$ cat src/rtl/key_debounce_repeat.sv
// N-channel key conditioner. Each channel has a two-flop synchroniser, an integrating
// debouncer, registered press/release pulses and an optional hold-to-repeat auto-fire.
module key_debounce_repeat #(
    parameter int                N_KEYS          = 3,
    parameter bit                ACTIVE_LOW      = 1'b1,
    parameter int                DEBOUNCE_CYCLES = 500000,
    parameter int                REPEAT_DELAY    = 7500000,
    parameter int                REPEAT_PERIOD   = 2500000,
    parameter logic [N_KEYS-1:0] REPEAT_MASK     = {N_KEYS{1'b1}}
) (
    input  logic              clk,
    input  logic              rst_n,
    input  logic [N_KEYS-1:0] ikey,
    output logic [N_KEYS-1:0] key_level,
    output logic [N_KEYS-1:0] key_press,
    output logic [N_KEYS-1:0] key_release
);

    localparam int DB_W    = $clog2(DEBOUNCE_CYCLES + 1);
    localparam int RPT_MAX = (REPEAT_DELAY > REPEAT_PERIOD) ? REPEAT_DELAY : REPEAT_PERIOD;
    localparam int RPT_W   = $clog2(RPT_MAX + 1);

    localparam logic [DB_W-1:0]  DB_LIMIT     = DB_W'(DEBOUNCE_CYCLES);
    localparam logic [RPT_W-1:0] DELAY_LIMIT  = RPT_W'(REPEAT_DELAY - 1);
    localparam logic [RPT_W-1:0] PERIOD_LIMIT = RPT_W'(REPEAT_PERIOD - 1);
    localparam logic             RAW_RELEASED = ACTIVE_LOW;

    localparam logic [1:0] IDLE   = 2'd0;
    localparam logic [1:0] HELD   = 2'd1;
    localparam logic [1:0] DELAY  = 2'd2;
    localparam logic [1:0] REPEAT = 2'd3;

    for (genvar i = 0; i < N_KEYS; i++) begin : g_key
        logic [1:0]       sync;
        logic             s;
        logic             level;
        logic [DB_W-1:0]  db_cnt;
        logic             accept;
        logic             accept_press;
        logic             accept_release;
        logic [1:0]       state;
        logic [RPT_W-1:0] rpt_cnt;
        logic             repeat_fire;
        logic             press_q;
        logic             rel_q;

        // NOTE: the synchroniser resets to the released raw level so leaving reset
        // never looks like a key edge; a held key is re-accepted from scratch.
        always_ff @(posedge clk or negedge rst_n) begin
            if (!rst_n) begin
                sync <= {2{RAW_RELEASED}};
            end else begin
                sync <= {sync[0], ikey[i]};
            end
        end

        assign s = ACTIVE_LOW ? ~sync[1] : sync[1];

        assign accept         = (s != level) && (db_cnt == DB_LIMIT);
        assign accept_press   = accept & s;
        assign accept_release = accept & ~s;

        always_ff @(posedge clk or negedge rst_n) begin
            if (!rst_n) begin
                level  <= 1'b0;
                db_cnt <= '0;
            end else if ((s == level) || accept) begin
                db_cnt <= '0;
                if (accept) begin
                    level <= s;
                end
            end else begin
                db_cnt <= db_cnt + DB_W'(1);
            end
        end

        assign repeat_fire = ((state == DELAY)  && (rpt_cnt == DELAY_LIMIT)) ||
                             ((state == REPEAT) && (rpt_cnt == PERIOD_LIMIT));

        // Counters only advance below their limit and clear on expiry, so they never wrap.
        always_ff @(posedge clk or negedge rst_n) begin
            if (!rst_n) begin
                state   <= IDLE;
                rpt_cnt <= '0;
            end else if (accept_release) begin
                state   <= IDLE;
                rpt_cnt <= '0;
            end else begin
                case (state)
                    IDLE: begin
                        if (accept_press) begin
                            state   <= REPEAT_MASK[i] ? DELAY : HELD;
                            rpt_cnt <= '0;
                        end
                    end
                    HELD: begin
                        rpt_cnt <= '0;
                    end
                    DELAY: begin
                        if (rpt_cnt == DELAY_LIMIT) begin
                            state   <= REPEAT;
                            rpt_cnt <= '0;
                        end else begin
                            rpt_cnt <= rpt_cnt + RPT_W'(1);
                        end
                    end
                    REPEAT: begin
                        if (rpt_cnt == PERIOD_LIMIT) begin
                            rpt_cnt <= '0;
                        end else begin
                            rpt_cnt <= rpt_cnt + RPT_W'(1);
                        end
                    end
                    default: begin
                        state   <= IDLE;
                        rpt_cnt <= '0;
                    end
                endcase
            end
        end

        // A release suppresses any repeat expiring on the same edge.
        always_ff @(posedge clk or negedge rst_n) begin
            if (!rst_n) begin
                press_q <= 1'b0;
                rel_q   <= 1'b0;
            end else begin
                press_q <= accept_press | (repeat_fire & ~accept_release);
                rel_q   <= accept_release;
            end
        end

        assign key_level[i]   = level;
        assign key_press[i]   = press_q;
        assign key_release[i] = rel_q;
    end

endmodule

$ cat config.mk
export PLATFORM = sky130hd
export DESIGN_NAME = key_debounce_repeat
export DESIGN_NICKNAME = d
export VERILOG_FILES = /design/src/rtl/key_debounce_repeat.sv
export SDC_FILE = /design/constraint.sdc
export NUM_CORES = 1
export LEC_CHECK = 0
export CELL_PAD_IN_SITES_DETAIL_PLACEMENT = 1
export CELL_PAD_IN_SITES_GLOBAL_PLACEMENT = 2
export CORE_UTILIZATION = 37
export DETAILED_ROUTE_END_ITERATION = 7
export GPL_TIMING_DRIVEN = 0
export PLACE_DENSITY = 0.81
export SYNTH_ARGS = -nofsm -noshare
export SYNTH_HDL_FRONTEND = slang
export SYNTH_SLANG_ARGS = --single-unit
$ cat constraint.sdc
create_clock -name clk -period 2.4 [get_ports clk]
set_input_delay 0.36 -clock clk [delete_from_list [all_inputs] [get_ports clk]]
set_output_delay 0.36 -clock clk [all_outputs]
set_load 0.03 [all_outputs]
======== After elaboration in Yosys (flattened, before gate mapping) ========
Index checks and enable logic that the tools add are counted.
storage, ports and cells
  register bits ........................... 147
  input port bits ......................... 5
  output and inout bits ................... 9
  word-level logic and storage cells ...... 132
operators by class
  $add $sub $neg .......................... 6
  eq/ne operators ......................... 30
  muxes and demuxes ....................... 30
  bitwise gates (word level) .............. 18
  reductions and logical operators ........ 27
operators by type and width
  kind                                                               number
  23-bit 2-to-1 mux                                                  12
  23-bit case mux with 4 select lines                                3
  23-bit by 1-bit adder with 23-bit output, second input constant    3
  23-bit by 22-bit == test with 1-bit output, second input constant  3
  23-bit == test, second input constant                              3
  19-bit by 1-bit adder with 19-bit output, second input constant    3
  19-bit == test, second input constant                              3
  19-bit 2-to-1 mux                                                  3
  2-bit 2-to-1 mux                                                   9
  2-bit == test, second input constant                               6
  2-bit case mux with 2 select lines                                 3
  1-bit AND                                                          9
  1-bit logical AND                                                  9
  3-bit by 2-bit != test with 1-bit output, second input constant    3
  3-bit != test, second input constant                               3
  3-bit AND reduction                                                3
  3-bit nonzero test                                                 3
  2-bit by 1-bit == test with 1-bit output, second input constant    3
  2-bit logical NOT                                                  3
  1-bit logical OR                                                   6
  1-bit NOT                                                          6
  2-bit AND reduction                                                3
  1-bit == test                                                      3
  1-bit != test                                                      3
  1-bit bitwise OR                                                   3

======== Longest topological paths before layout ========
Gate-level depths: netlist of run 1.
  depth after elaboration ................. 7
  depth in mapped cells ................... 9
  mapped depth without buffers ............ 7

======== Worst setup path after synthesis of run 1 ========
OpenSTA, ideal clock, no wires.
  path type ............................... register to register
  start ................................... register g_key[0].db_cnt[0]
  end ..................................... register g_key[0].rpt_cnt[8]
  setup time .............................. 126 ps
  arrival ................................. 2209 ps
  required time ........................... 2274 ps
  path slack .............................. 65 ps
  stages on the path, launching flop included .. 10
  buffers on the path ..................... 2
  period minus slack after synthesis ...... 2335 ps
  cell sequence ........................... dfrtp_1 -> inv_1 -> ha_1 -> or4b_2 -> nor3_2 -> a41o_1 -> buf_2 -> buf_4 -> nor4_1 -> a221o_1
on the way
  word-level cells in the longest chain between the ends .. 4
  elaborated cells on any way between the ends .. 6
  classes of those cells .................. 2 x eq/ne; 1 x mux; 2 x bitwise; 1 x reduce/logical
ends and longest elaborated chain
  what                                                                 line    source
  from (decl)                                                          37      logic [DB_W-1:0] db_cnt;
  from (signal assigned)                                               73      db_cnt <= db_cnt + DB_W'(1);
  19-bit == test *                                                     59      assign accept = (s != level) && (db_cnt == DB_LIMIT);
  1-bit logical AND *                                                  59
  1-bit AND (on tied branches)                                         60, 61
  3-bit != test (no line) / 23-bit 2-to-1 mux (equally long branches)  -
  to (signal assigned)                                                 104     rpt_cnt <= rpt_cnt + RPT_W'(1);
  to (signal assigned)                                                 111     rpt_cnt <= rpt_cnt + RPT_W'(1);
  to (decl)                                                            42      logic [RPT_W-1:0] rpt_cnt;
Every way passes the cells marked *; elsewhere a longest branch is shown, timed or not.
A chain may end at the register's enable or synchronous reset.

======== Worst setup path in the final report of run 1 ========
  start ................................... register g_key[2].db_cnt[6]
  end ..................................... register g_key[2].rpt_cnt[15]
on the way
  word-level cells in the longest chain between the ends .. 4
  elaborated cells on any way between the ends .. 6
  classes of those cells .................. 2 x eq/ne; 1 x mux; 2 x bitwise; 1 x reduce/logical
ends and longest elaborated chain
  what                                                                 line
  from (decl)                                                          37
  from (signal assigned)                                               73
  19-bit == test *                                                     59
  1-bit logical AND *                                                  59
  1-bit AND (on tied branches)                                         60, 61
  3-bit != test (no line) / 23-bit 2-to-1 mux (equally long branches)  -
  to (signal assigned)                                                 104
  to (signal assigned)                                                 111
  to (decl)                                                            42
Marked as above.

==> flow_summary.ini, run 1 <==
[floorplan]
die_h_um = 149
ios = 14
start_util = 0.380
die_w_um = 149
rows = 53
die_area_mm2 = 0.0223
fp.coreArea_mm2 = 0.0212

[timing]
worst_pin_slew_ns = 0.663
setup_viol = 0
skew_ns = 0.0123
relSlewSlack = 0.557
max_freq_mhz = 432
fin_crit_ns = 2.32
grt_setup_unrepaired = true
slew_violations = 0
setup_slack_ns = 0.0827
hold_violations = 0
finalCritPeriodShare = 0.966

[worst_setup_path]
crit_required_ns = 2.76
reg2reg_slack_ns = 0.08
timing.rr.end = g_key[2].rpt_cnt[15]
startpoint_type = register
crit_top_cell = or4_4
slowest_delay_ns = 0.56
worstPathArrival_ns = 2.67
path_class = register to register
ff2ff_path_depth = 6
crit_chain = or4_4 > nor3_4 > a311oi_4 > buf_4 > or4_4 > a21oi_2
rr_startpoint = g_key[2].db_cnt[6]
crit_path_max_fanout = 5
worst_path_max_delay_cell = or4_4
end_kind = register

[logic_synthesis]
synth-edff-count = 0
synthFlopType = dfrtp_1
synth.distinct_cells = 68
yosys.area.top_type = dfrtp_1
synth_area_leaders = dfrtp_1, nor2_1, nand4_1
syn_inst = 855
postSynthAreaPerCell_um2 = 9.40
ys_ff_latch = 147
syn_nets = 869
async_flop_share = 1.00
yosys_warnings = 0
synth_top_area_frac = 0.439
synth_commonest_cells = dfrtp_1, nor2_1, nand2_1
ys_seq_area_frac = 0.459
synth.most_common_cell = dfrtp_1
netlist_area_mm2 = 0.00804

[outcome]
status = finished, final reports clean

[pwr]
ir_worst_vdd_mv = 0.351
total_power_mw = 5.27
power_density_mw_per_mm2 = 557
leakagePower_nw = 3.68

[min_path]
min_to = g_key[0].sync[0]
min_from = ikey[0]
hp-class = input pin to register
holdPathStages = 1

[placed_design]
placed_cell_area_mm2 = 0.00854
port_buffers = 13
detailed_place_hpwl_mm = 13.8
preCtsSetupSlack_ns = -0.356
gp_congestion = 0.816

[detailed_routing]
viasPerCell = 5.71
via_count = 6776
remaining_drc_errors = 0
drt-wirelength-per-cell_um = 17.3
ant_nets = 0
initialDrtViolationCount = 234
first_pass_iters = 4
wirelength_mm = 20.6

[global_route]
grt_util_all_layers = 0.200
grt_pass1_vias = 7004
grt.overflow.total = 0
antenna_found_initial = 0
grt_pass1_wl_mm = 35.8
grt_max_degree = 86

[cts]
cts.sinks = 147
path_clk_slew_ns = 0.07
cts_tree = yes
cts_max_path_buffers = 2
htreeDepth = 4
cts_root_buf = clkbuf_16
insertion_delay_ns = 0.43
cts_buffers = 17

[layout]
antenna_cells = 0
synthToLayoutAreaGrowth_pct = 17.8
final_area_mm2 = 0.00947
final_nets = 912
drive_above_1_share = 0.143

[job]
timing.max_cap.violations = 0
## power breakdown
part	switching [mW]	total (mW)	internal [mW]	leakage, nW
logic	0.0869	0.123	0.0365	1.40
registers	0.0215	2.52	2.50	2.02
clock network	1.10	2.63	1.53	0.265
total	1.21	5.27	4.06	3.68
## state kept, by name, indices dropped and copies added, names as in the netlist
name and cells:
g_key.sync 6, g_key.db_cnt 57, g_key.state 6, g_key.rel_q 3
g_key.press_q 3, g_key.rpt_cnt 69, g_key.level 3
## logic make-up (layout without fill, tap and decap cells)
logic type      count (synthesis)  count (layout)  synth area share
xor+xnor                       54              54            0.0588
buf+inv                        70             126            0.0405
fa+ha+maj                       9               9            0.0140
simple gates                  416             416             0.290
compound gates                156             156             0.134
flops                         147             147             0.459
mux                             3               3           0.00405
## cells in the final DEF (no fill, tap or decap), types with 5 or more instances in the layout
cell             count
clkinvlp_4           5
o211ai_1             6
nor4_1              13
nand4_1             38
clkdlybuf4s50_1     12
buf_4               28
and3_1              20
clkbuf_16           17
clkbuf_1            14
ha_1                 9
and2_1              13
xnor2_1             27
nand2_1             60
or2_2                5
dfstp_2              6
o21ai_0             30
nor2_1              89
a21oi_1             35
or4_1               14
a21oi_2              6
a22o_1              13
nand4b_1             8
and4_1              17
dfrtp_1            138
buf_6                6
or3_1               22
nand3_1             44
xor2_1              27
a221o_1              8
inv_1               25
nor3_1              26
o31ai_1             25
## repair_timing
action,4_1_cts,5_1_grt
setup buffers,10,6
setup endpoints to repair,85,85
resized for setup,33,30
pin swaps,5,10
endpoints found under the hold margin,60,0
gates cloned,0,1
hold buffers,1,0
## how the worst max path moves through the flow
stage	start	slack, ns	cells past startpoint	endpoint
after floorplan	g_key[0].db_cnt[0]	0.06	9	g_key[0].rpt_cnt[8]
after global placement	rst_n	-5.43	1	g_key[1].db_cnt[7]
after detailed placement	g_key[1].db_cnt[0]	-0.36	9	g_key[1].rpt_cnt[16]
after CTS	g_key[2].db_cnt[11]	-0.09	6	g_key[2].rpt_cnt[20]
after global routing	g_key[2].db_cnt[6]	-0.03	7	g_key[2].rpt_cnt[19]
final	g_key[2].db_cnt[6]	0.08	6	g_key[2].rpt_cnt[15]
## routing by layer
| layer | vias to the layer above | global-route usage | routed length (um) |
|---|---|---|---|
| li1 | 3257 | - | - |
| met1 | 3451 | 0.269 | 9980 |
| met2 | 57 | 0.331 | 9990 |
| met3 | 11 | 0.0355 | 459 |
| met4 | 0 | 0.0510 | 136 |
| met5 | - | 0 | 0 |
## final cells by class
type,count,area [um^2]
clock inverter,13,135
buffer,37,244
sequential,147,3690
multi-input combinational,638,4240
tap,275,344
inverter,25,93.8
fill,2376,11700
clock buffer,19,433
timing repair buffer,32,294
## metrics by stage
step,hold slack (ns),setup TNS (ns),util,std cells
finish,0.330,0,0.448,1186
detailed placement,0.347,-15.69,0.404,1144
global route,0.317,-0.0997,0.448,1186
global placement,0.346,-796.89,0.402,1143
CTS,0.313,-0.277,0.441,1185
floorplan,0.0644,0,-,855
## critical path: cells and delay by family, from the launching register on
family,cells,cell delay (ns)
and+or+nand+nor,3,1.31
AOI/OAI and AO/OA,2,0.31
DFF,1,0.43
buffers and inverters,1,0.19
Power figures use the tool's default switching activity.
==> run 2: changes to the inputs <==
GPL_ROUTABILITY_DRIVEN = 0   (was unset)
==> results of run 2 <==
Final layout, timing and power as in run 1 (identical DEF).
